--- config.mk ---
export PLATFORM = sky130hd
export DESIGN_NAME = shift_sub_divider
export DESIGN_NICKNAME = d
export VERILOG_FILES = /design/src/rtl/mul_div_pkg.sv /design/src/rtl/div_sign_fixup.sv /design/src/rtl/shift_sub_divider.sv
export SDC_FILE = /design/constraint.sdc
export NUM_CORES = 1
export LEC_CHECK = 0
export CAP_MARGIN = 0
export CORE_ASPECT_RATIO = 0.9
export CORE_MARGIN = 5
export CORE_UTILIZATION = 55
export CTS_CLUSTER_SIZE = 30
export DETAILED_ROUTE_END_ITERATION = 10
export PLACE_DENSITY = 0.91
export SETUP_SLACK_MARGIN = 0.02
export SLEW_MARGIN = 20
export SYNTH_ARGS = -nofsm -noshare
export SYNTH_HDL_FRONTEND = slang
export SYNTH_SLANG_ARGS = --single-unit
--- constraint.sdc ---
create_clock -name clk -period 9.8 [get_ports clk]
set_clock_uncertainty 0.05 [all_clocks]
set_input_delay 1.47 -clock clk [delete_from_list [all_inputs] [get_ports clk]]
set_output_delay 1.47 -clock clk [all_outputs]
set_load 0.02 [all_outputs]
--- src/rtl/mul_div_pkg.sv ---
// ============================================================================
// Module      : mul_div_pkg
// Description : Shared types for the multi-cycle multiply/divide unit.
// Revision    : 1.0 - initial release
// ============================================================================
`default_nettype none

package mul_div_pkg;

  // Control FSM states, common to the multiplier and the divider
  typedef enum logic [1:0] {
    ST_IDLE  = 2'd0,
    ST_ITER  = 2'd1,
    ST_FIXUP = 2'd2,
    ST_DONE  = 2'd3
  } md_state_e;

  localparam logic DIV_UNSIGNED = 1'b0;
  localparam logic DIV_SIGNED   = 1'b1;

  typedef enum logic [2:0] {
    OP_MUL    = 3'd0,
    OP_MULH   = 3'd1,
    OP_MULHSU = 3'd2,
    OP_MULHU  = 3'd3,
    OP_DIV    = 3'd4,
    OP_DIVU   = 3'd5,
    OP_REM    = 3'd6,
    OP_REMU   = 3'd7
  } MUL_DIV_OP;

  function automatic logic op_is_signed_div(input MUL_DIV_OP op);
    return (op == OP_DIV) || (op == OP_REM);
  endfunction

endpackage

`default_nettype wire

--- src/rtl/div_sign_fixup.sv ---
// ============================================================================
// Module      : div_sign_fixup
// Description : Conditional two's-complement negation (magnitude / sign fixup).
// Revision    : 1.0 - initial release
// ============================================================================
`default_nettype none

module div_sign_fixup #(
  parameter int WIDTH = 32
) (
  input  logic [WIDTH-1:0] value_in,
  input  logic             negate,
  output logic [WIDTH-1:0] value_out
);

  // The most-negative value maps onto itself, which reads correctly as an
  // unsigned magnitude.
  assign value_out = negate ? (~value_in + WIDTH'(1)) : value_in;

endmodule

`default_nettype wire

--- src/rtl/shift_sub_divider.sv ---
// ============================================================================
// Module      : shift_sub_divider
// Description : Iterative restoring divider, one quotient bit per cycle,
//               signed/unsigned, RISC-V special results.
//               Optional macro DIV_FAST_PATH_EN: divide-by-zero and signed
//               overflow complete in one cycle.
// Revision    : 1.0 - initial release
// ============================================================================
`default_nettype none

module shift_sub_divider
  import mul_div_pkg::*;
#(
  parameter int OPERAND_WIDTH = 32
) (
  input  logic                     clk,
  input  logic                     rst,
  input  logic                     start,
  input  logic                     div_signed,
  input  logic [OPERAND_WIDTH-1:0] dividend,
  input  logic [OPERAND_WIDTH-1:0] divisor,
  output logic [OPERAND_WIDTH-1:0] quotient,
  output logic [OPERAND_WIDTH-1:0] remainder,
  output logic                     done
);

  localparam int W     = OPERAND_WIDTH;
  localparam int CNT_W = $clog2(OPERAND_WIDTH);
  localparam logic [CNT_W-1:0] CNT_LAST = CNT_W'(OPERAND_WIDTH - 1);

  md_state_e      state_q, state_d;
  logic [CNT_W-1:0] cnt_q, cnt_d;
  logic [W:0]     rem_q, rem_d;
  logic [W-1:0]   dvd_q, dvd_d;
  logic [W-1:0]   dvs_q, dvs_d;
  logic           neg_quo_q, neg_quo_d;
  logic           neg_rem_q, neg_rem_d;
  logic [W-1:0]   quo_res_q, quo_res_d;
  logic [W-1:0]   rem_res_q, rem_res_d;

  logic [W-1:0]   fix_a_in, fix_a_out;
  logic [W-1:0]   fix_b_in, fix_b_out;
  logic           fix_a_neg, fix_b_neg;
  logic [W:0]     shifted;
  logic [W:0]     trial;
  logic           divisor_zero;

  // Two negators time-shared: operand magnitudes in IDLE, result signs in FIXUP
  always_comb begin
    fix_a_in  = dividend;
    fix_a_neg = div_signed & dividend[W-1];
    fix_b_in  = divisor;
    fix_b_neg = div_signed & divisor[W-1];
    if (state_q == ST_FIXUP) begin
      fix_a_in  = dvd_q;
      fix_a_neg = neg_quo_q;
      fix_b_in  = rem_q[W-1:0];
      fix_b_neg = neg_rem_q;
    end
  end

  div_sign_fixup #(.WIDTH(W)) u_fix_a (
    .value_in  (fix_a_in),
    .negate    (fix_a_neg),
    .value_out (fix_a_out)
  );

  div_sign_fixup #(.WIDTH(W)) u_fix_b (
    .value_in  (fix_b_in),
    .negate    (fix_b_neg),
    .value_out (fix_b_out)
  );

  assign divisor_zero = (divisor == '0);
  assign shifted      = {rem_q[W-1:0], dvd_q[W-1]};
  assign trial        = shifted - {1'b0, dvs_q};

  always_comb begin
    state_d   = state_q;
    cnt_d     = cnt_q;
    rem_d     = rem_q;
    dvd_d     = dvd_q;
    dvs_d     = dvs_q;
    neg_quo_d = neg_quo_q;
    neg_rem_d = neg_rem_q;
    quo_res_d = quo_res_q;
    rem_res_d = rem_res_q;

    case (state_q)
      ST_IDLE: begin
        if (start) begin
          dvd_d     = fix_a_out;
          dvs_d     = fix_b_out;
          neg_quo_d = div_signed & (dividend[W-1] ^ divisor[W-1]) & ~divisor_zero;
          neg_rem_d = div_signed & dividend[W-1];
          rem_d     = '0;
          cnt_d     = '0;
          state_d   = ST_ITER;
`ifdef DIV_FAST_PATH_EN
          if (divisor_zero) begin
            quo_res_d = '1;
            rem_res_d = dividend;
            state_d   = ST_DONE;
          end else if ((div_signed == DIV_SIGNED) && (dividend == {1'b1, {(W-1){1'b0}}})
                       && (divisor == '1)) begin
            quo_res_d = {1'b1, {(W-1){1'b0}}};
            rem_res_d = '0;
            state_d   = ST_DONE;
          end
`endif
        end
      end
      ST_ITER: begin
        // Negative trial means the divisor did not fit: keep the shifted remainder
        if (trial[W]) begin
          rem_d = shifted;
          dvd_d = {dvd_q[W-2:0], 1'b0};
        end else begin
          rem_d = trial;
          dvd_d = {dvd_q[W-2:0], 1'b1};
        end
        cnt_d = cnt_q + 1'b1;
        if (cnt_q == CNT_LAST) begin
          state_d = ST_FIXUP;
        end
      end
      ST_FIXUP: begin
        quo_res_d = fix_a_out;
        rem_res_d = fix_b_out;
        state_d   = ST_DONE;
      end
      ST_DONE: begin
        if (!start) begin
          quo_res_d = '0;
          rem_res_d = '0;
          state_d   = ST_IDLE;
        end
      end
      default: state_d = ST_IDLE;
    endcase
  end

  always_ff @(posedge clk) begin
    if (rst) begin
      state_q   <= ST_IDLE;
      cnt_q     <= '0;
      rem_q     <= '0;
      dvd_q     <= '0;
      dvs_q     <= '0;
      neg_quo_q <= 1'b0;
      neg_rem_q <= 1'b0;
      quo_res_q <= '0;
      rem_res_q <= '0;
    end else begin
      state_q   <= state_d;
      cnt_q     <= cnt_d;
      rem_q     <= rem_d;
      dvd_q     <= dvd_d;
      dvs_q     <= dvs_d;
      neg_quo_q <= neg_quo_d;
      neg_rem_q <= neg_rem_d;
      quo_res_q <= quo_res_d;
      rem_res_q <= rem_res_d;
    end
  end

  assign done      = (state_q == ST_DONE);
  assign quotient  = done ? quo_res_q : '0;
  assign remainder = done ? rem_res_q : '0;

endmodule

`default_nettype wire
### Yosys cells after proc, flatten, opt, wreduce, memory -nomap -nowiden

Index checks and enable logic that the tools add are counted.

* bits in registers: 169
* input port bits: 68
* output and inout bits: 65
* logic and storage cells: 59

* add/sub/neg operators: 4
* equality and inequality tests: 7
* mux-type cells: 23
* bitwise operators: 8
* reduce and logical (&&, ||, !) cells: 8

Operators with widths (count)
* $mux W32: 10
* $pmux W32 S2: 4
* $add A32 B1 Y32 const B: 2
* $not A32 Y32: 2
* $sub A33 B32 Y33: 1
* $logic_not A32 Y1: 1
* $pmux W5 S2: 1
* $pmux W2 S4: 1
* $mux W2: 3
* $ne A2 B2 Y1 const B: 3
* $reduce_and A2 Y1: 3
* $add A5 B1 Y5 const B: 1
* $eq A5 B5 Y1 const B: 1
* $mux W5: 1
* $and A1 B1 Y1: 4
* $eq A2 B2 Y1 const B: 2
* $reduce_bool A2 Y1: 2
* $mux W1: 3
* $reduce_and A3 Y1: 1
* $eq A2 B1 Y1 const B: 1
* $logic_not A2 Y1: 1
* $not A1 Y1: 1
* $xor A1 B1 Y1: 1

### Longest topological paths before layout

Gate-level depths: netlist (run 1).

* word-level depth: 7
* gate-level depth with buffers: 20
* depth with buffers taken out: 13

### Cells and area by module

A second synthesis (run 1) with hierarchy kept.

* cell total of the unflattened synthesis: 1328
* area, all modules: 10913.0 um^2

By module, submodules not included
* shift_sub_divider: instances 1, cells an instance 1130, area each 9359.0 um^2
* div_sign_fixup: instances 2, cells an instance 99, area each 777.0 um^2

### Least setup slack after synthesis (run 1)

Ideal clock, no wire load.

* path kind: flip-flop to flip-flop
* from: register state_q[0]
* to: register dvd_q[24]
* library setup time: 0.091 ns
* arrival: 3.807 ns
* required time: 9.659 ns
* path slack: 5.852 ns
* cell stages (with the launch flop): 20
* path buffers: 8
* period minus slack after synthesis: 3.948 ns
* cell sequence: dfxtp_1 > inv_1 > ha_1 > buf_6 > buf_6 > buf_4 > buf_2 > buf_4 > buf_4 > buf_2 > buf_2 > mux2i_1 > ha_1 > o221ai_1 > nor4_4 > nand3_1 > o31ai_2 > xor2_1 > nand2_1 > a311oi_1

* word-level cells in the longest chain between the ends: 7

Ends and longest elaborated chain
* start, declared: line shift_sub_divider.sv:31 `md_state_e state_q, state_d;`
* start signal, assigned: line shift_sub_divider.sv:155 `state_q <= state_d;`
* $eq A2 B2 Y1: line shift_sub_divider.sv:54 `if (state_q == ST_FIXUP) begin`
* $mux W32: line shift_sub_divider.sv:54
* $not A32 Y32: line div_sign_fixup.sv:18 `assign value_out = negate ? (~value_in + WIDTH'(1)) : value_in;`
* $add A32 B1 Y32: line div_sign_fixup.sv:18
* $mux W32: line div_sign_fixup.sv:18
* $mux W32: line shift_sub_divider.sv:91 `if (start) begin`
* $pmux W32 S2: line shift_sub_divider.sv:89 `case (state_q)`
* end signal, assigned: line shift_sub_divider.sv:158 `dvd_q <= dvd_d;`
* end, declared: line shift_sub_divider.sv:34 `logic [W-1:0] dvd_q, dvd_d;`

Parallel ways exist; a longest one is shown, timed or not. The select of a mux whose other input is x is not followed.
A chain may end at the register's enable or synchronous reset.

### Worst setup path in the final report (run 1)

* from: register state_q[0]
* to: register dvs_q[30]

* word-level cells in the longest chain between the ends: 5

Ends and longest elaborated chain
* $eq A2 B2 Y1: line shift_sub_divider.sv:54
* $mux W32: line shift_sub_divider.sv:54
* $not A32 Y32: line div_sign_fixup.sv:18
* $add A32 B1 Y32: line div_sign_fixup.sv:18
* $mux W32: line div_sign_fixup.sv:18
* end signal, assigned: line shift_sub_divider.sv:159 `dvs_q <= dvs_d;`
* end, declared: line shift_sub_divider.sv:35 `logic [W-1:0] dvs_q, dvs_d;`

Parallel ways exist; a longest one is shown, timed or not.

==> Implementation_results.wiki, run 1 <==
{| class="wikitable"
! Metric !! Value
|-
| Status || complete, no violations
|-
| Iter 0 DRT Violations || 1358
|-
| Slowest CP cell || sky130_fd_sc_hd__ha_4
|-
| Critical path depth in cells || 12
|-
| Die ar. || approximately 23000 um2
|-
| Unique masters post-synth || 71
|-
| Kind of end point of the critical path || register
|-
| Final std cell area, no fill || between 10000 and 15000 um2
|-
| Insertion delay to the later sink of the worst-skew pair || about 0.43 ns
|-
| Starting density of the core || 0.558
|-
| Average detailed-routed wire length per instance || approximately 18 um
|-
| Std cell rows || a little under 50
|-
| Crit path required time || about 10 ns
|-
| Register bit total from synthesis || 169
|-
| Sum of overflow across all layers after global routing || 0
|-
| Setup_tns || 0 ns
|-
| Mean instance size in the synthesized netlist || roughly 7.7 um2
|-
| Post-route setup slack || between 5 and 6 ns
|-
| Relative slew slack || 0.299
|-
| Portion of the post-synthesis area used by sequential elements || 0.303
|-
| Routability cong. || 0.952
|-
| Worst Path Buf+Inv || 2
|-
| Number of design rule violations left after detail routing || 0
|-
| Initial antenna violation count || 1
|-
| Hold violation count in the final report || 0
|-
| Post-route fraction of the period consumed by the critical path || 0.431
|-
| Clock-pin transition on the worst setup and hold timing paths || 0.07 ns
|-
| Fraction of synthesis flops using an asynchronous set or reset pin || 0
|-
| Crit path launch || state_q[0]
|-
| Mapped Area || 11100 um2
|-
| Count of input and output buffers || 132
|-
| Footprint of the multi-input gates || between 7000 and 8000 um2
|-
| Critical Path AT || around 4.5 ns
|-
| Diode count || 0
|-
| Setup repair after global routing missed its margin || no
|-
| Ports placed on the boundary || about 130
|-
| Worst VDD drop || 150 uV
|-
| Type of the tightest min-delay check || reg -> reg
|-
| Static leakage || about 4.9 nW
|-
| Total vias in the final route || around 11000
|-
| FILL cells || 1623
|-
| Clk sink count || approximately 170
|-
| Number of gates resized after CTS || 0
|-
| Total global-route track usage || 0.269
|-
| Post-route ant nets || 0
|-
| Hold path depth || 2
|-
| Wire length on met2 || about 15000 um
|-
| Start of the worst register-to-register path || state_q[0]
|-
| Worst slack after detailed placement || 5.55 ns
|-
| Maxcap violations || 0
|-
| Number of flops mapped to enable cells by yosys || 0
|-
| Vias in the first global route || between 10000 and 15000
|-
| Most used DFF post-synth || sky130_fd_sc_hd__dfxtp_1
|-
| Number of nets in the synthesized netlist || roughly 1600
|-
| Uppermost layer routed || met5
|-
| Buffers inserted by post-CTS timing repair || 0
|-
| Clock tree from TritonCTS || built
|-
| Wire length the detailed router placed on met1 || between 10000 and 15000 um
|-
| Num CTS Buffers || 17
|-
| Placeable core region || 20000 um2
|-
| Sequential Area || ~3400 um2
|-
| Timing-limited maximum frequency || roughly 240 MHz
|-
| Detailed-router iteration count before antenna repair || 6
|-
| Routed wire length || about 33000 um
|-
| Most numerous cell on the critical path || sky130_fd_sc_hd__nor2_1
|-
| X dimension of the die || 160 um
|-
| Crit-path max cell delay || 0.83 ns
|-
| Worst reg2reg path endpoint || dvs_q[30]
|-
| Flop-to-flop setup slack || around 5.6 ns
|-
| CP Class || reg -> reg
|-
| Clock Root Buffer || sky130_fd_sc_hd__clkbuf_16
|-
| Cells after Synth || between 1000 and 1500
|-
| Die Ht || approximately 150 um
|-
| Maximum number of pins on one net before global-route repair || between 80 and 90
|-
| WL met3 || 2950 um
|-
| Sum of net half-perimeters after detailed placement || ~24000 um
|-
| Quantity of hold-fixing buffers added after cts || 0
|-
| Share of post-route cells with drive strength above 1 || 0.0488
|-
| Transition time of the tightest slew-check pin || 1.05 ns
|-
| Power per cell area || between 200 and 300 nW/um2
|-
| Setup crit end || dvs_q[30]
|-
| Cell depth of the worst flop-to-flop path || 12
|-
| Critical Path Source Type || register
|-
| Delay-heaviest family, CP || simple AND/OR/NAND/NOR gates
|-
| H-tree depth reported by CTS || 4
|-
| Min Tclk post-route || roughly 4.2 ns
|-
| Wire length of the first global-routing pass || between 50000 and 60000 um
|-
| Net count, final || between 1500 and 2000
|-
| Count of final max-slew check failures || 0
|-
| Instance area at placement || 12500 um2
|-
| Critical Path, Cell by Cell || inv_1, ha_4, buf_4, nor3b_1, o22ai_1, nor2b_1, nand4_1, o21ai_0, xor2_1, nor2_1, a21oi_1, nor2_1
|-
| Worst Path Max Fanout || 77
|-
| Deepest clock path buffer count || 2
|-
| Hold WS || 0.395 ns
|-
| Setup violations, final || 0
|-
| Number of warnings reported in the yosys synthesis log || 0
|-
| Syn-to-layout area delta || 17.6%
|-
| Via-to-Cell Ratio || 6.18
|}
-- power by group --
group / total [mW] / leakage, nW / switching [mW] / internal [mW]
clock network: 0.676 / 0.277 / 0.292 / 0.384
registers: 1.01 / 1.38 / 0.149 / 0.862
logic: 1.79 / 3.24 / 1.11 / 0.679
-- stage by stage --
stage / util / power, mW / std cells
floorplan: - / 2.33 / 1456
global placement: 0.625 / 2.68 / 1761
detailed placement: 0.625 / 2.73 / 1761
CTS: 0.654 / 3.42 / 1792
global route: 0.656 / 3.69 / 1793
finish: 0.656 / 3.47 / 1793
-- cell usage after synthesis, types with 4 or more instances --
cell                        instances  area share
sky130_fd_sc_hd__a32oi_1           10      0.0079
sky130_fd_sc_hd__a22oi_1           27       0.018
sky130_fd_sc_hd__a21oi_1          114       0.051
sky130_fd_sc_hd__a21o_1            15       0.010
sky130_fd_sc_hd__mux2i_1           81       0.073
sky130_fd_sc_hd__o21a_1            10      0.0067
sky130_fd_sc_hd__xnor2_1           47       0.037
sky130_fd_sc_hd__and2_1            69       0.039
sky130_fd_sc_hd__nor2b_1            5      0.0028
sky130_fd_sc_hd__a22o_1            13       0.010
sky130_fd_sc_hd__nor2_1           188       0.063
sky130_fd_sc_hd__or2_2              8      0.0045
sky130_fd_sc_hd__o211ai_1          13      0.0088
sky130_fd_sc_hd__xor2_1            41       0.032
sky130_fd_sc_hd__mux2_2             4      0.0040
sky130_fd_sc_hd__buf_2             15      0.0067
sky130_fd_sc_hd__a211oi_1          14      0.0094
sky130_fd_sc_hd__nor3_1            43       0.019
sky130_fd_sc_hd__o21ai_1            5      0.0022
sky130_fd_sc_hd__buf_6              4      0.0040
sky130_fd_sc_hd__nand3_1           16      0.0072
sky130_fd_sc_hd__a31oi_1            6      0.0034
sky130_fd_sc_hd__nand2b_1           5      0.0028
sky130_fd_sc_hd__and3_1            10      0.0056
sky130_fd_sc_hd__ha_1              40       0.045
sky130_fd_sc_hd__dfxtp_1          169        0.30
sky130_fd_sc_hd__clkbuf_1          61       0.021
sky130_fd_sc_hd__a311oi_1          11      0.0086
sky130_fd_sc_hd__or3_1              5      0.0028
sky130_fd_sc_hd__nand2_1          151       0.051
sky130_fd_sc_hd__buf_1             10      0.0034
sky130_fd_sc_hd__inv_1             47       0.016
sky130_fd_sc_hd__nor4_1            10      0.0056
sky130_fd_sc_hd__nor3b_1           17       0.011
sky130_fd_sc_hd__nand4_1            7      0.0039
sky130_fd_sc_hd__o22ai_1            6      0.0034
sky130_fd_sc_hd__o21ai_0          102       0.046
sky130_fd_sc_hd__o2111ai_1          6      0.0047
-- how the worst min path moves through the flow --
stage,start,to
2_1_floorplan,quo_res_q[14],quo_res_q[14]
3_3_place_gp,rem_res_q[22],rem_res_q[22]
3_5_place_dp,rem_res_q[19],rem_res_q[19]
4_1_cts,rem_res_q[19],rem_res_q[19]
5_1_grt,rem_res_q[19],rem_res_q[19]
6_report,rem_res_q[19],rem_res_q[19]
-- final cells by class --
cell class	count	share of cell area
multi-input cells	1145	0.550
clock buffers	19	0.0338
flip-flops and latches	169	0.258
inverters	48	0.0137
repair buffers	145	0.110
well taps	255	0.0243
clock inverters	12	0.0107
-- cell usage in the layout, fill, tap and decap left out, types with 4 or more instances in the layout --
cell,synthesis,final
sky130_fd_sc_hd__xor2_1,41,41
sky130_fd_sc_hd__nor4_1,10,10
sky130_fd_sc_hd__and2_1,69,69
sky130_fd_sc_hd__nor3b_1,17,17
sky130_fd_sc_hd__xnor2_1,47,47
sky130_fd_sc_hd__a311oi_1,11,11
sky130_fd_sc_hd__nor3_1,43,43
sky130_fd_sc_hd__o2111ai_1,6,6
sky130_fd_sc_hd__a22o_1,13,13
sky130_fd_sc_hd__a21oi_1,114,114
sky130_fd_sc_hd__nand3_1,16,16
sky130_fd_sc_hd__nand2_1,151,151
sky130_fd_sc_hd__dfxtp_1,169,169
sky130_fd_sc_hd__inv_1,47,47
sky130_fd_sc_hd__mux2i_1,81,81
sky130_fd_sc_hd__o21ai_1,5,4
sky130_fd_sc_hd__a32oi_1,10,10
sky130_fd_sc_hd__a31oi_1,6,6
sky130_fd_sc_hd__a21o_1,15,15
sky130_fd_sc_hd__inv_6,0,4
sky130_fd_sc_hd__o21a_1,10,10
sky130_fd_sc_hd__clkbuf_16,0,17
sky130_fd_sc_hd__buf_4,3,13
sky130_fd_sc_hd__clkdlybuf4s50_1,0,131
sky130_fd_sc_hd__a211oi_1,14,14
sky130_fd_sc_hd__o211ai_1,13,13
sky130_fd_sc_hd__nor2_1,188,186
sky130_fd_sc_hd__nand2b_1,5,5
sky130_fd_sc_hd__ha_1,40,38
sky130_fd_sc_hd__and3_1,10,10
sky130_fd_sc_hd__o22ai_1,6,6
sky130_fd_sc_hd__mux2_2,4,4
sky130_fd_sc_hd__or2_2,8,8
sky130_fd_sc_hd__nor2b_1,5,4
sky130_fd_sc_hd__a22oi_1,27,27
sky130_fd_sc_hd__or3_1,5,5
sky130_fd_sc_hd__o21ai_0,102,101
sky130_fd_sc_hd__nand4_1,7,7
-- sequential cells by signal (all words and copies together), names as in the netlist --
name / flops
cnt_q: 5
dvd_q: 32
dvs_q: 32
neg_quo_q: 1
neg_rem_q: 1
quo_res_q: 32
rem_q: 32
rem_res_q: 32
state_q: 2
-- per-layer routing --
| metal | vias to the layer above | GRT usage |
|---|---|---|
| li1 | 5249 | - |
| met3 | 70 | 0.0553 |
| met2 | 557 | 0.425 |
| met4 | 2 | 0.0748 |
| met1 | 5207 | 0.376 |
| met5 | - | 0 |
-- kinds of logic after synthesis --
kind of cell | Yosys count | share of synthesized area
buf+inv | 142 | 0.0542
fa+ha+maj | 41 | 0.0467
xor+xnor | 88 | 0.0691
simple gates | 547 | 0.231
mux | 86 | 0.0788
compound gates | 383 | 0.217
flops | 169 | 0.303
-- worst min-delay path, cell delays in order, from the launching register on --
cell                      delay [ns]
sky130_fd_sc_hd__dfxtp_1        0.32
sky130_fd_sc_hd__nand2_1        0.04
sky130_fd_sc_hd__o21ai_0        0.05
No activity file was read; power rests on OpenSTA's default activity.
==> run 2, diff against run 1 <==
==> constraint.sdc (replaced) <==
create_clock -name clk -period 4.3 [get_ports clk]
set_clock_uncertainty 0.05 [all_clocks]
set_input_delay 0.645 -clock clk [delete_from_list [all_inputs] [get_ports clk]]
set_output_delay 0.645 -clock clk [all_outputs]
set_load 0.02 [all_outputs]
==> run 2 against run 1 <==
Compared with the run above: largest cell class unchanged; register-to-register slack got worse by 5.2 ns; clock power grew 130%; combinational power rose by 130%; critical path depth grew 1; core utilization rose by 0.13 points.
==> Implementation_results.wiki, run 2 (synthesized netlist as in run 1, its figures left out) <==
{| class="wikitable"
! Metric !! Value
|-
| Via-to-Cell Ratio || 6.15 (-0.53%)
|-
| Total global-route track usage || 0.279 (+0.0100)
|-
| Kind of end point of the critical path || register
|-
| Initial antenna violation count || 0 (-1)
|-
| Starting density of the core || 0.558 (unchanged)
|-
| Cell depth of the worst flop-to-flop path || 13 (+1)
|-
| Critical Path Source Type || register
|-
| Min Tclk post-route || 3.89 ns (-0.342 ns)
|-
| Clk sink count || 169 (unchanged)
|-
| Vias in the first global route || 10307 (-0.15%)
|-
| Crit path required time || 4.57 ns (-5.49 ns)
|-
| Worst Path Max Fanout || 24 (-69%)
|-
| Hold violation count in the final report || 0 (unchanged)
|-
| Std cell rows || 49 (unchanged)
|-
| Critical Path AT || 4.16 ns (-0.33 ns)
|-
| Detailed-router iteration count before antenna repair || 6 (unchanged)
|-
| Hold WS || 0.392 ns (-0.00329 ns)
|-
| Most frequent cells in the layout || sky130_fd_sc_hd__nor2_1 (186), sky130_fd_sc_hd__dfxtp_1 (169), sky130_fd_sc_hd__nand2_1 (151)
|-
| Deepest clock path buffer count || 2 (unchanged)
|-
| Hold path depth || 2 (unchanged)
|-
| Count of final max-slew check failures || 0 (unchanged)
|-
| Num CTS Buffers || 17 (unchanged)
|-
| Timing-limited maximum frequency || 257 MHz (+8.8%)
|-
| Flop-to-flop setup slack || 0.41 ns (-5.16 ns)
|-
| Insertion delay to the later sink of the worst-skew pair || 0.44 ns (about the same)
|-
| Clock Root Buffer || sky130_fd_sc_hd__clkbuf_16
|-
| Min-Delay Endpoint || quo_res_q[28]
|-
| Die Ht || 145 um (unchanged)
|-
| Sum of overflow across all layers after global routing || 0 (unchanged)
|-
| Setup_tns || 0 ns (unchanged)
|-
| Start of the worst register-to-register path || dvd_q[31]
|-
| Number of gates resized after CTS || 0 (unchanged)
|-
| Part of the total power dissipated in sequential elements || 0.290 (about the same)
|-
| Total vias in the final route || 11057 (-0.25%)
|-
| Most common cell after layout, fill and taps aside || sky130_fd_sc_hd__nor2_1
|-
| H-tree depth reported by CTS || 4 (unchanged)
|-
| Fraction of power consumed by combinational cells || 0.515 (about the same)
|-
| Count of input and output buffers || 132 (unchanged)
|-
| X dimension of the die || 160 um (unchanged)
|-
| Post-route ant nets || 0 (unchanged)
|-
| Routability cong. || 0.991 (+4.1%)
|-
| Net count, final || 1639 (+0.24%)
|-
| CP Class || reg -> reg
|-
| Share of post-route cells with drive strength above 1 || 0.0525 (+0.00373)
|-
| Maximum number of pins on one net before global-route repair || 70 (-15%)
|-
| FILL cells || 1621 (-0.12%)
|-
| Average detailed-routed wire length per instance || 18.5 um (+0.86%)
|-
| Internal || 4.38 mW (+130%)
|-
| Buffers inserted by post-CTS timing repair || 0 (unchanged)
|-
| Quantity of hold-fixing buffers added after cts || 0 (unchanged)
|-
| Relative slew slack || 0.327 (+0.0285)
|-
| Routed wire length || 33200 um (+1.1%)
|-
| Net switching share of the total power || 0.446 (+0.000573)
|-
| Ports placed on the boundary || 133 (unchanged)
|-
| Status || complete, no violations
|-
| Startpoint of the most critical hold path || quo_res_q[28]
|-
| Post-route fraction of the period consumed by the critical path || 0.904 (+0.472)
|-
| Setup violations, final || 0 (unchanged)
|-
| Crit path launch || dvd_q[31]
|-
| Switch Pwr || 3.53 mW (+130%)
|-
| Static leakage || 4.91 nW (+0.39%)
|-
| Number of design rule violations left after detail routing || 0 (unchanged)
|-
| Wire length of the first global-routing pass || 53500 um (+2.4%)
|-
| Clock tree from TritonCTS || built
|-
| Power per cell area || 602 nW/um2 (+130%)
|-
| Transition time of the tightest slew-check pin || 1.01 ns (-0.0428 ns)
|-
| Maxcap violations || 0 (unchanged)
|-
| Die ar. || 23200 um2 (unchanged)
|-
| Setup repair after global routing missed its margin || no
|-
| Diode count || 0 (unchanged)
|-
| Placeable core region || 20000 um2 (unchanged)
|-
| Syn-to-layout area delta || 17.8%
|-
| Type of the tightest min-delay check || reg -> reg
|-
| Clock share of power || 0.195 (about the same)
|-
| Clock-pin transition on the worst setup and hold timing paths || 0.06 ns (about the same)
|-
| Worst VDD drop || 426 uV (+180%)
|-
| Iter 0 DRT Violations || 1131 (-17%)
|-
| Sum of net half-perimeters after detailed placement || 24300 um (+3.1%)
|-
| Worst reg2reg path endpoint || rem_q[31]
|}
==> run 2: worst max-delay path, cell delays in order, from the launching register on <==
cell                       delay (ns)
sky130_fd_sc_hd__dfxtp_1         0.37
sky130_fd_sc_hd__inv_1           0.08
sky130_fd_sc_hd__ha_1            0.17
sky130_fd_sc_hd__inv_1           0.05
sky130_fd_sc_hd__fa_1            0.42
sky130_fd_sc_hd__a211oi_1        0.31
sky130_fd_sc_hd__o211ai_1        0.19
sky130_fd_sc_hd__a41oi_2         0.30
sky130_fd_sc_hd__o31ai_2         0.14
sky130_fd_sc_hd__a221o_1         0.36
sky130_fd_sc_hd__or2_1           0.54
sky130_fd_sc_hd__and3_1          0.35
sky130_fd_sc_hd__a31o_1          0.19
sky130_fd_sc_hd__a211o_1         0.26
==> run 2: layout make-up <==
class / instances / area, um2 / area share
Clock buffer: 21 / 480 / 0.0366
Clock inverter: 11 / 111 / 0.00848
Inverter: 48 / 180 / 0.0137
Multi-Input combinational cell: 1145 / 7200 / 0.548
Sequential cell: 169 / 3380 / 0.258
Tap cell: 255 / 319 / 0.0243
Timing Repair Buffer: 149 / 1460 / 0.111
==> run 2: layer usage <==
| metal | share of wire | GRT usage | vias to the layer above |
|---|---|---|---|
| met5 | 0 | 0 | - |
| li1 | - | - | 5274 |
| met1 | 0.44 | 0.385 | 5151 |
| met4 | 0.017 | 0.0680 | 0 |
| met3 | 0.10 | 0.0723 | 56 |
| met2 | 0.44 | 0.441 | 576 |
==> run 2: per-stage QoR <==
stage,instances,area [um2],setup slack (ns),util,power [mW]
floorplan,1456,11100,0.352,-,5.31
global placement,1766,12500,0.602,0.627,6.13
detailed placement,1766,12500,0.508,0.627,6.26
CTS,1798,13100,0.477,0.657,7.83
global route,1798,13100,0.143,0.657,8.43
finish,1798,13100,0.414,0.657,7.91
==> run 2: power by group through the flow <==
stage	clock network (mW)	registers [mW]	logic (mW)
after floorplan	0	2.21	3.11
after global placement	0	2.29	3.84
after detailed placement	0	2.31	3.95
after CTS	1.55	2.28	4.00
after global routing	1.61	2.34	4.47
final	1.54	2.29	4.07
==> run 2: worst max path at each step <==
stage                endpoint  slack [ns]  cells after the start
CTS                 rem_q[31]        0.48                     13
finish              rem_q[31]        0.41                     13
global placement    rem_q[31]        0.60                     13
floorplan           dvd_q[24]        0.35                     19
detailed placement  rem_q[31]        0.51                     13
global route        rem_q[31]        0.14                     12
==> run 3, diff against run 2 <==
==> constraint.sdc (replaced) <==
create_clock -name clk -period 4.3 [get_ports clk]
set_clock_uncertainty 0.05 [all_clocks]
set_input_delay 0.43 -clock clk [delete_from_list [all_inputs] [get_ports clk]]
set_output_delay 0.43 -clock clk [all_outputs]
set_load 0.02 [all_outputs]
==> run 3 against run 2 <==
Compared with the run above: sequential share of layout area shrank 0.081 points; core utilization grew 0.21 points; non-clock buffer count is the same; combinational power grew 1%; first-iteration DRC count grew 9.5%; hold slack gained 0.0064 ns; critical endpoint unchanged.
==> Implementation_results.wiki, run 3 (synthesized netlist as in run 1, its figures left out) <==
{| class="wikitable"
! Metric !! Value
|-
| Wire length of the first global-routing pass || 54200 um (+1.3%)
|-
| Static leakage || 4.93 nW (+0.36%)
|-
| Setup repair after global routing missed its margin || no
|-
| Iter 0 DRT Violations || 1238 (+9.5%)
|-
| Switch Pwr || 3.59 mW (+1.9%)
|-
| Insertion delay to the later sink of the worst-skew pair || 0.44 ns (about the same)
|-
| Detailed-router iteration count before antenna repair || 8 (+2)
|-
| Maxcap violations || 0 (unchanged)
|-
| Relative slew slack || 0.336 (+0.00893)
|-
| Type of the tightest min-delay check || reg -> reg
|-
| Die ar. || 23200 um2 (unchanged)
|-
| Clk sink count || 169 (unchanged)
|-
| Worst Path Max Fanout || 24 (unchanged)
|-
| Total vias in the final route || 11219 (+1.5%)
|-
| Die Ht || 145 um (unchanged)
|-
| Total global-route track usage || 0.280 (+0.00101)
|-
| Min Tclk post-route || 3.84 ns (-0.0500 ns)
|-
| Starting density of the core || 0.558 (unchanged)
|-
| H-tree depth reported by CTS || 4 (unchanged)
|-
| Most common cell after layout, fill and taps aside || sky130_fd_sc_hd__nor2_1
|-
| Share of post-route cells with drive strength above 1 || 0.0525 (unchanged)
|-
| Net count, final || 1639 (unchanged)
|-
| Cell depth of the worst flop-to-flop path || 13 (unchanged)
|-
| Count of final max-slew check failures || 0 (unchanged)
|-
| Vias in the first global route || 10512 (+2.0%)
|-
| Internal || 4.46 mW (+1.9%)
|-
| Post-route ant nets || 0 (unchanged)
|-
| Initial antenna violation count || 0 (unchanged)
|-
| Clock tree from TritonCTS || built
|-
| Hold violation count in the final report || 0 (unchanged)
|-
| Setup_tns || 0 ns (unchanged)
|-
| Clock Root Buffer || sky130_fd_sc_hd__clkbuf_16
|-
| Number of design rule violations left after detail routing || 0 (unchanged)
|-
| Count of input and output buffers || 132 (unchanged)
|-
| Most frequent cells in the layout || sky130_fd_sc_hd__nor2_1 (186), sky130_fd_sc_hd__dfxtp_1 (169), sky130_fd_sc_hd__nand2_1 (151)
|-
| Status || complete, no violations
|-
| Fraction of power consumed by combinational cells || 0.511 (-0.004)
|-
| Hold path depth || 2 (unchanged)
|-
| Worst VDD drop || 389 uV (-8.6%)
|-
| Hold WS || 0.398 ns (+0.00640 ns)
|-
| Buffers inserted by post-CTS timing repair || 0 (unchanged)
|-
| Transition time of the tightest slew-check pin || 0.996 ns (-0.0134 ns)
|-
| Wire length on met2 || 15400 um (+4.8%)
|-
| Routability cong. || 0.966 (-2.5%)
|-
| Number of gates resized after CTS || 0 (unchanged)
|-
| CP Class || reg -> reg
|-
| Routed wire length || 34200 um (+2.9%)
|-
| Quantity of hold-fixing buffers added after cts || 0 (unchanged)
|-
| Sum of overflow across all layers after global routing || 0 (unchanged)
|-
| Uppermost layer routed || met4
|-
| Std cell rows || 49 (unchanged)
|-
| Post-route core utilization || 0.659 (+0.00207)
|-
| Instance area at placement || 12500 um2 (-0.16%)
|-
| Maximum number of pins on one net before global-route repair || 75 (+7.1%)
|-
| Via-to-Cell Ratio || 6.24 (+1.5%)
|-
| Num CTS Buffers || 17 (unchanged)
|-
| Timing-limited maximum frequency || 261 MHz (+1.3%)
|-
| Syn-to-layout area delta || 18.2%
|-
| Critical Path Source Type || register
|-
| Power per cell area || 612 nW/um2 (+1.6%)
|-
| Placeable core region || 20000 um2 (unchanged)
|-
| Kind of end point of the critical path || register
|-
| Clock-pin transition on the worst setup and hold timing paths || 0.07 ns (about the same)
|-
| Post-route fraction of the period consumed by the critical path || 0.892 (-0.0116)
|-
| Ports placed on the boundary || 133 (unchanged)
|-
| Diode count || 0 (unchanged)
|-
| WL met3 || 3430 um (+0.41%)
|-
| Wire length the detailed router placed on met1 || 14400 um (-0.79%)
|-
| Clock share of power || 0.203 (+0.008)
|-
| Setup violations, final || 0 (unchanged)
|-
| Final std cell area, no fill || 13200 um2 (+0.31%)
|-
| Net switching share of the total power || 0.446 (about the same)
|-
| Critical Path AT || 4.12 ns (-0.04 ns)
|-
| Sum of net half-perimeters after detailed placement || 24600 um (+1.4%)
|-
| Average detailed-routed wire length per instance || 19.0 um (+2.9%)
|-
| X dimension of the die || 160 um (unchanged)
|-
| Crit path required time || 4.58 ns (about the same)
|-
| Part of the total power dissipated in sequential elements || 0.286 (-0.004)
|-
| Deepest clock path buffer count || 2 (unchanged)
|}
run 3: worst paths after layout:
path / start / endpoint / slack [ns]
worst max register to register: dvd_q[31] / rem_q[31] / 0.46
worst min register to register: rem_res_q[25] / rem_res_q[25] / 0.40
worst max-delay path: dvd_q[31] / rem_q[31] / 0.46
worst min-delay path: rem_res_q[25] / rem_res_q[25] / 0.40
run 3: routing by layer:
metal	vias to the layer above	GRT usage
met4	0	0.0809
met5	-	0
li1	5259	-
met2	617	0.452
met1	5233	0.380
met3	110	0.0615
run 3: layout make-up:
cell class,count,area [um2]
Fill cell,1624,6810
Inverter,48,180
Timing Repair Buffer,149,1470
Clock buffer,18,439
Multi-Input combinational cell,1145,7200
Clock inverter,14,186
Sequential cell,169,3380
Tap cell,255,319
run 3: power groups by stage:
stage               Clock, mW  Combinational (mW)  Sequential, mW
finish                   1.64                4.12            2.30
global route             1.71                4.48            2.35
CTS                      1.64                3.98            2.29
detailed placement          0                3.92            2.31
global placement            0                3.82            2.29
floorplan                   0                3.11            2.21
run 3: per-stage QoR:
step	setup WS, ns	cells	power, mW
finish	0.464	1798	8.06
global route	0.167	1798	8.53
CTS	0.507	1797	7.91
detailed placement	0.552	1765	6.24
global placement	0.627	1765	6.11
floorplan	0.352	1456	5.31
run 3: worst max-delay path: stages (launching register included):
cell and delay [ns]:
sky130_fd_sc_hd__dfxtp_1 0.36, sky130_fd_sc_hd__inv_1 0.08, sky130_fd_sc_hd__ha_1 0.17, sky130_fd_sc_hd__inv_1 0.06
sky130_fd_sc_hd__fa_1 0.41, sky130_fd_sc_hd__a211oi_1 0.27, sky130_fd_sc_hd__o211ai_1 0.18, sky130_fd_sc_hd__a41oi_2 0.31
sky130_fd_sc_hd__o31ai_2 0.15, sky130_fd_sc_hd__a221o_1 0.36, sky130_fd_sc_hd__or2_1 0.54, sky130_fd_sc_hd__and3_1 0.34
sky130_fd_sc_hd__a31o_1 0.17, sky130_fd_sc_hd__a211o_1 0.25
